--- src/rtl/risk_detect_unit_pkg.sv ---
// ---------------------------------------------------------------------------
// risk_detect_unit_pkg : shared encodings and constants for the hazard unit
// Revision 1.0
// ---------------------------------------------------------------------------
`default_nettype none

package risk_detect_unit_pkg;

  localparam int          CNT_W       = 16;
  localparam int          DRAIN_W     = 2;
  localparam logic [1:0]  DRAIN_DEPTH = 2'd3;
  localparam logic [4:0]  REG_ZERO    = 5'd0;

  typedef enum logic [1:0] {
    ST_RUN    = 2'd0,
    ST_DRAIN  = 2'd1,
    ST_HALTED = 2'd2
  } state_t;

  // $0 is hard-wired, so a write to it can never create a dependency
  function automatic logic reg_match(input logic [4:0] a, input logic [4:0] b);
    return (a == b) && (a != REG_ZERO);
  endfunction

endpackage

`default_nettype wire

--- src/rtl/risk_detect_unit_sat_counter.sv ---
// ---------------------------------------------------------------------------
// risk_sat_counter : up-counter that sticks at all-ones instead of wrapping
// Revision 1.0
// ---------------------------------------------------------------------------
`default_nettype none

module risk_sat_counter #(
  parameter int WIDTH = 16
) (
  input  logic             clk,
  input  logic             reset_n,
  input  logic             inc,
  output logic [WIDTH-1:0] count
);

  always_ff @(posedge clk) begin
    if (!reset_n) begin
      count <= '0;
    end else if (inc && (count != {WIDTH{1'b1}})) begin
      count <= count + 1'b1;
    end
  end

endmodule

`default_nettype wire

--- src/rtl/risk_detect_unit.sv ---
// ---------------------------------------------------------------------------
// risk_detect_unit : pipeline stall/flush/halt control with debug counters
// Revision 1.0
// ---------------------------------------------------------------------------
`default_nettype none

module risk_detect_unit
  import risk_detect_unit_pkg::*;
(
  input  logic             i_clk,
  input  logic             i_reset,
  input  logic             i_enable,
  input  logic [4:0]       i_id_rs,
  input  logic [4:0]       i_id_rt,
  input  logic             i_id_uses_rt,
  input  logic             i_id_branch,
  input  logic             i_id_jump_taken,
  input  logic             i_id_halt,
  input  logic             i_ex_mem_read,
  input  logic             i_ex_reg_write,
  input  logic [4:0]       i_ex_dst,
  input  logic             i_mem_mem_read,
  input  logic [4:0]       i_mem_dst,
  output logic             o_risk,
  output logic             o_pc_write,
  output logic             o_ifid_write,
  output logic             o_ifid_flush,
  output logic             o_halted,
  output logic [CNT_W-1:0] o_stall_count,
  output logic [CNT_W-1:0] o_flush_count
);

  state_t             state;
  state_t             state_next;
  logic [DRAIN_W-1:0] drain_cnt;
  logic [DRAIN_W-1:0] drain_cnt_next;

  logic load_use;
  logic branch_alu;
  logic branch_load;
  logic hazard;
  logic stall_inc;
  logic flush_inc;

  assign load_use    = i_ex_mem_read &&
                       (reg_match(i_ex_dst, i_id_rs) ||
                        (i_id_uses_rt && reg_match(i_ex_dst, i_id_rt)));
  assign branch_alu  = i_id_branch && i_ex_reg_write &&
                       (reg_match(i_ex_dst, i_id_rs) || reg_match(i_ex_dst, i_id_rt));
  assign branch_load = i_id_branch && i_mem_mem_read &&
                       (reg_match(i_mem_dst, i_id_rs) || reg_match(i_mem_dst, i_id_rt));
  assign hazard      = load_use || branch_alu || branch_load;

  always_ff @(posedge i_clk) begin
    if (!i_reset) begin
      state     <= ST_RUN;
      drain_cnt <= '0;
    end else begin
      state     <= state_next;
      drain_cnt <= drain_cnt_next;
    end
  end

  always_comb begin
    state_next     = state;
    drain_cnt_next = drain_cnt;
    o_risk         = hazard;
    o_pc_write     = 1'b1;
    o_ifid_write   = 1'b1;
    o_ifid_flush   = 1'b0;
    case (state)
      ST_RUN: begin
        if (hazard) begin
          o_pc_write   = 1'b0;
          o_ifid_write = 1'b0;
        end else if (i_id_halt) begin
          // halt entry squashes the instruction fetched behind the halt
          o_pc_write   = 1'b0;
          o_ifid_flush = 1'b1;
          if (i_enable) begin
            state_next     = ST_DRAIN;
            drain_cnt_next = DRAIN_DEPTH;
          end
        end else if (i_id_jump_taken) begin
          o_ifid_flush = 1'b1;
        end
      end
      ST_DRAIN: begin
        o_risk       = 1'b1;
        o_pc_write   = 1'b0;
        o_ifid_write = 1'b0;
        if (i_enable) begin
          if (drain_cnt <= 2'd1) begin
            state_next     = ST_HALTED;
            drain_cnt_next = '0;
          end else begin
            drain_cnt_next = drain_cnt - 2'd1;
          end
        end
      end
      ST_HALTED: begin
        o_risk       = 1'b1;
        o_pc_write   = 1'b0;
        o_ifid_write = 1'b0;
      end
      default: begin
        state_next = ST_RUN;
      end
    endcase
    if (!i_enable) begin
      o_pc_write   = 1'b0;
      o_ifid_write = 1'b0;
      o_ifid_flush = 1'b0;
    end
  end

  assign o_halted  = (state == ST_HALTED);
  assign stall_inc = i_enable && (state == ST_RUN) && hazard;
  assign flush_inc = i_enable && (state == ST_RUN) && !hazard && !i_id_halt && i_id_jump_taken;

  risk_sat_counter #(.WIDTH(CNT_W)) u_stall_cnt (
    .clk     (i_clk),
    .reset_n (i_reset),
    .inc     (stall_inc),
    .count   (o_stall_count)
  );

  risk_sat_counter #(.WIDTH(CNT_W)) u_flush_cnt (
    .clk     (i_clk),
    .reset_n (i_reset),
    .inc     (flush_inc),
    .count   (o_flush_count)
  );

endmodule

`default_nettype wire

--- config.mk ---
export PLATFORM = sky130hd
export DESIGN_NAME = risk_detect_unit
export DESIGN_NICKNAME = d
export VERILOG_FILES = /design/src/rtl/risk_detect_unit_pkg.sv /design/src/rtl/risk_detect_unit_sat_counter.sv /design/src/rtl/risk_detect_unit.sv
export SDC_FILE = /design/constraint.sdc
export NUM_CORES = 1
export LEC_CHECK = 0
export BUFFER_PORTS_ARGS = -buffer_cell sky130_fd_sc_hd__buf_2
export CAP_MARGIN = 20
export CORE_MARGIN = 5
export CORE_UTILIZATION = 40
export CTS_CLUSTER_DIAMETER = 30
export DETAILED_ROUTE_END_ITERATION = 10
export GPL_TIMING_DRIVEN = 1
export PLACE_DENSITY_LB_ADDON = 0.12
export SETUP_SLACK_MARGIN = 0.1
export SLEW_MARGIN = 20
export SYNTH_ARGS = -nofsm -noshare
export SYNTH_HDL_FRONTEND = slang
export SYNTH_SLANG_ARGS = --single-unit
--- constraint.sdc ---
create_clock -name i_clk -period 2.3 [get_ports i_clk]
set_input_delay 0.115 -clock i_clk [delete_from_list [all_inputs] [get_ports i_clk]]
set_output_delay 0.115 -clock i_clk [all_outputs]
set_load 0.01 [all_outputs]
Word level (Yosys, flattened, before mapping)
Cells that the tools add are included.
{"block": "classes", "bitwise_logic": 1, "magnitude_cmp": 1, "n_reduce_logical": 31, "eq_ne": 13, "n_addsub": 3, "n_mux": 25}
{"cell": "adder 16 x 1 -> 16 bit (second input constant)", "n": 2}
{"cell": "!= test 16 bit (second input constant)", "n": 2}
{"cell": "equality test 5 bit", "n": 4}
{"cell": "2-to-1 mux 2 bit", "n": 10}
{"cell": "logical AND 1 bit", "n": 17}
{"cell": "2-to-1 mux 1 bit", "n": 11}
{"cell": "!= test 2 bit (second input constant)", "n": 5}
{"cell": "nonzero test 5 bit", "n": 2}
{"cell": "case mux 2 bit (3 select lines)", "n": 1}
{"cell": "AND reduction 6 bit", "n": 1}
{"cell": "logical OR 1 bit", "n": 5}
{"cell": "AND reduction 5 bit", "n": 1}
{"cell": "case mux 1 bit (2 select lines)", "n": 2}
{"cell": "case mux 2 bit (2 select lines)", "n": 1}
{"cell": "equality test 2 x 1 -> 1 bit (second input constant)", "n": 1}
{"cell": "equality test 2 bit (second input constant)", "n": 1}
{"cell": "less-or-equal comparator 2 x 1 -> 1 bit (second input constant)", "n": 1}
{"cell": "logical NOT 1 bit", "n": 2}
{"cell": "logical NOT 2 bit", "n": 1}
{"cell": "nonzero test 2 bit", "n": 1}
{"cell": "OR reduction 2 bit", "n": 1}
{"cell": "subtractor 2 x 1 -> 2 bit (second input constant)", "n": 1}
{"cell": "inverter 1 bit", "n": 1}
{"block": "word_totals", "out_inout_bits": 37, "in_bits": 30, "reg_bits": 36, "elab_cells": 78}

Logic depth before layout (Yosys ltp)
{"block": "logic_depth", "ltp_word": 12, "depth_mapped": 9}

By module
From an unflattened synthesis, not the netlist that was laid out.
{"block": "unflattened", "cells_unflattened": 277, "area_unflattened_um2": 2327.2}
{"module": "risk_sat_counter", "cells_per_inst": 97, "seq_area_each_um2": 320.3, "n_inst": 2, "area_per_inst_um2": 837.1}
{"module": "risk_detect_unit", "cells_per_inst": 83, "seq_area_each_um2": 80.1, "n_inst": 1, "area_per_inst_um2": 653.1}

Least setup slack after synthesis
Ideal clock, no wire load.
{"block": "synth_path", "path_type": "register to register", "start": "register u_flush_cnt.count[2]", "end": "register u_flush_cnt.count[1]", "t_arrival_ns": 2.075, "synth_period_minus_slack_ns": 2.203, "stages_incl_launch_ff": 10, "path_buffers": 2, "setup_ns": 0.128, "slack_ns": 0.097, "cell_sequence": "dfxtp_1 > nand3_1 > nor2_2 > nand4_2 > or4_1 > nand3_2 > buf_4 > buf_6 > mux2i_1 > nor2_1"}
{"block": "synth_between", "elab_chain_cells": 2}
{"item": "from (decl)", "line_no": "risk_detect_unit_sat_counter.sv:13", "text": "output logic [WIDTH-1:0] count"}
{"item": "from (signal assigned)", "line_no": "risk_detect_unit_sat_counter.sv:20", "text": "count <= count + 1'b1;"}
{"item": "!= test 16 bit", "line_no": "risk_detect_unit_sat_counter.sv:19", "text": "end else if (inc && (count != {WIDTH{1'b1}})) begin"}
{"item": "logical AND 1 bit", "line_no": "risk_detect_unit_sat_counter.sv:19"}
Every way passes these cells.
A chain may end at the register's enable or synchronous reset.

Worst setup path after layout
{"block": "layout_path", "start": "register u_flush_cnt.count[3]", "end": "register u_flush_cnt.count[1]"}
Same word-level chain as after synthesis.

==> results.json <==
{
  "status": "completed",
  "worst-path-buf-inv": 1,
  "yosys.cell_types.count": 41,
  "fin_crit_ps": 2029,
  "synth_area_leaders": "dfxtp_1 33%, xnor2_1 13%, nand2_1 4.3%",
  "drive_gt1_frac": 0.2690,
  "fin_skew_ps": 3.805,
  "firstDrtPassIters": 4,
  "die_area_um2": 6979,
  "syn_area_um2": 2163,
  "ys_seq_area_frac": 0.3331,
  "timing.final.crit_share": 0.8823,
  "crit_chain": "nand3_2 > nor2_4 > nand4_2 > or4_1 > nand3_2 > buf_12 > mux2i_1 > nor2_1",
  "die_w_um": 83.54,
  "cts.sinks": 36,
  "slowest_delay_ps": 570,
  "postCtsSetupRepairBufs": 0,
  "p_leak_nw": 1.108,
  "synth_edf_count": 0,
  "core_area_um2": 5172,
  "num_io_pins": 67,
  "grt_max_degree": 31,
  "area_growth_pct": 26.95,
  "tns_ps": 0,
  "root_buffer": "clkbuf_8",
  "finalSetupViolCount": 0,
  "ant_nets": 0,
  "antenna_cells": 0,
  "hpwl_um": 4118,
  "clk_pin_slew_ps": 80,
  "drt_iter0_drc": 83,
  "cts_tree": "yes",
  "postLayoutCellArea_um2": 2746,
  "placed_cell_area_um2": 2611,
  "place_congestion": 0.7836,
  "synth_area_per_cell_um2": 8.042,
  "crit_arrival_ps": 2200,
  "antenna_found_initial": 0,
  "synth_ff_type": "dfxtp_1",
  "cts_max_path_buffers": 2,
  "cts-htree-levels": 2,
  "port_buffers": 66,
  "synth_area_leader_cell": "dfxtp_1",
  "start_util": 0.4182,
  "max-vdd-ir-drop_mv": 0.3671,
  "path_common_cell": "nand3_2",
  "grt_overflow": 0,
  "insertion_delay_ps": 290,
  "grt_busiest_layer": "met2",
  "synthArstFlopShare": 0,
  "avgViaCountPerCell": 5.153,
  "worstMarginPinSlew_ps": 366.8,
  "nets": 377,
  "use_met3": 0.04047,
  "grt_util_met2": 0.2566,
  "p_per_area_nw_per_um2": 615.5,
  "drc": 0,
  "synth_seq_cells": 36,
  "hp-class": "in -> reg",
  "syn_nets": 305,
  "wirelength_um": 5488,
  "cp_max_fo": 23,
  "fp.dieH_um": 83.54,
  "grt_pass1_wl_um": 9190,
  "crit_type": "reg -> reg",
  "start_kind": "flip-flop",
  "met1_usage": 0.1994,
  "rsz0062_at_grt": "yes",
  "finalMaxSlewViolations": 0,
  "maxSlewHeadroom": 0.7532,
  "synth_top_area_share": 0.3331,
  "rows": 26,
  "timing.final.hold_violations": 0,
  "worstSetupEndpointType": "flip-flop",
  "grtUsageTotal": 0.1535,
  "path_delay_family": "simple AND/OR/NAND/NOR gates",
  "syn_inst": 269,
  "avgRoutedWirePerCell_um": 13.32,
  "vias": 2123,
  "cp_slowest_cell": "or4_1",
  "fmax_mhz": 492.8,
  "cts_buffers": 5,
  "synth_warnings": 0,
  "cap_violations": 0,
  "cp.required_ps": 2470,
  "grt_pass1_vias": 2018
}
## Yosys cell counts (2+ instances only)
| cell | count |
|---|---|
| and3_1 | 5 |
| xnor2_1 | 32 |
| clkbuf_1 | 6 |
| nand4_1 | 8 |
| o21ai_1 | 4 |
| buf_2 | 2 |
| xor2_1 | 3 |
| inv_1 | 9 |
| dfxtp_1 | 36 |
| nand2_1 | 25 |
| nand3_1 | 18 |
| o31ai_1 | 6 |
| or4_1 | 9 |
| mux2i_1 | 5 |
| nand2b_1 | 5 |
| ha_1 | 6 |
| nand3b_1 | 2 |
| or3_1 | 6 |
| nor2_1 | 22 |
| o21ai_0 | 5 |
| and2_1 | 5 |
| nor4_1 | 4 |
| nor3_1 | 9 |
| a21oi_1 | 16 |
| o22ai_1 | 3 |
| nor3b_1 | 3 |
## path summary, 6_finish.rpt
| path | startpoint | to | slack, ps | cells after the start |
|---|---|---|---|---|
| worst max-delay path | u_flush_cnt.count[3] | u_flush_cnt.count[1] | 270 | 8 |
| worst min-delay path | i_reset | u_flush_cnt.count[15] | 190 | 3 |
| worst max register to register | u_flush_cnt.count[3] | u_flush_cnt.count[1] | 270 | 8 |
| worst min register to register | state[1] | state[1] | 490 | 2 |
## tightest hold or removal path: stages
cell and delay (ps):
buf_2 170, nand2_1 90, mux2i_1 50
## sequential cells by signal, summed over array words and instances (netlist names)
register           cells
drain_cnt              2
state                  2
u_flush_cnt.count     16
u_stall_cnt.count     16
## layer usage
layer  vias to the layer above  wire, µm  part of all wire
met1                       965      2635              0.48
met5                         -         0                 0
li1                       1100         -                 -
met4                         0        40            0.0073
met2                        53      2519              0.46
met3                         5       293             0.053
## power breakdown
group	switching (W)	internal [W]
registers	0.0000210	0.000649
clock network	0.000240	0.000321
logic	0.000259	0.000201
## repair_timing
| item | CTS | global route |
|---|---|---|
| resized for setup | 0 | 6 |
| setup endpoints to repair | 0 | 10 |
| hold endpoints to repair | 0 | 0 |
| hold buffers | 0 | 0 |
## through the flow
stage | std cells | setup slack [ps] | total power, W | utilization | hold slack, ps
5_1_grt | 412 | 82.66 | 0.001780 | 0.5310 | 204.1
3_5_place_dp | 404 | 157.5 | 0.001140 | 0.5048 | 484.9
2_1_floorplan | 269 | 122.0 | 0.0009802 | - | 270.2
3_3_place_gp | 404 | 176.9 | 0.001137 | 0.5048 | 476.8
6_report | 412 | 270.7 | 0.001690 | 0.5310 | 193.7
4_1_cts | 412 | 201.2 | 0.001705 | 0.5264 | 187.4
## logic make-up after synthesis
family | after synthesis | synth area share
flip-flops | 36 | 0.3331
buffers and inverters | 19 | 0.03933
AO/OA/AOI/OAI | 42 | 0.1197
multiplexers | 5 | 0.02314
XOR/XNOR | 35 | 0.1417
adder cells (fa/ha/maj) | 6 | 0.03470
AND/OR/NAND/NOR | 126 | 0.3083
## cell type report
class                           count  area, µm²
Timing Repair Buffer               75      414.1
Sequential cell                    36      721.9
Inverter                            9      33.78
Clock inverter                      3      42.54
Clock buffer                        5      68.82
Multi-Input combinational cell    214       1378
Fill cell                         503       2426
Tap cell                           70      87.58
## layout by cell type, fill, tap and decap left out, drive strengths merged, types with 6 or more instances in the layout
cell type and count:
or4 9, buf 75, o21ai 9, dfxtp 36
a21oi 16, nand4 9, nor3 9, nand3 19
o31ai 6, nand2 25, or3 6, ha 6
xnor2 32, nor2 23, inv 9
Note: power is estimated with default switching activity, not from simulation.
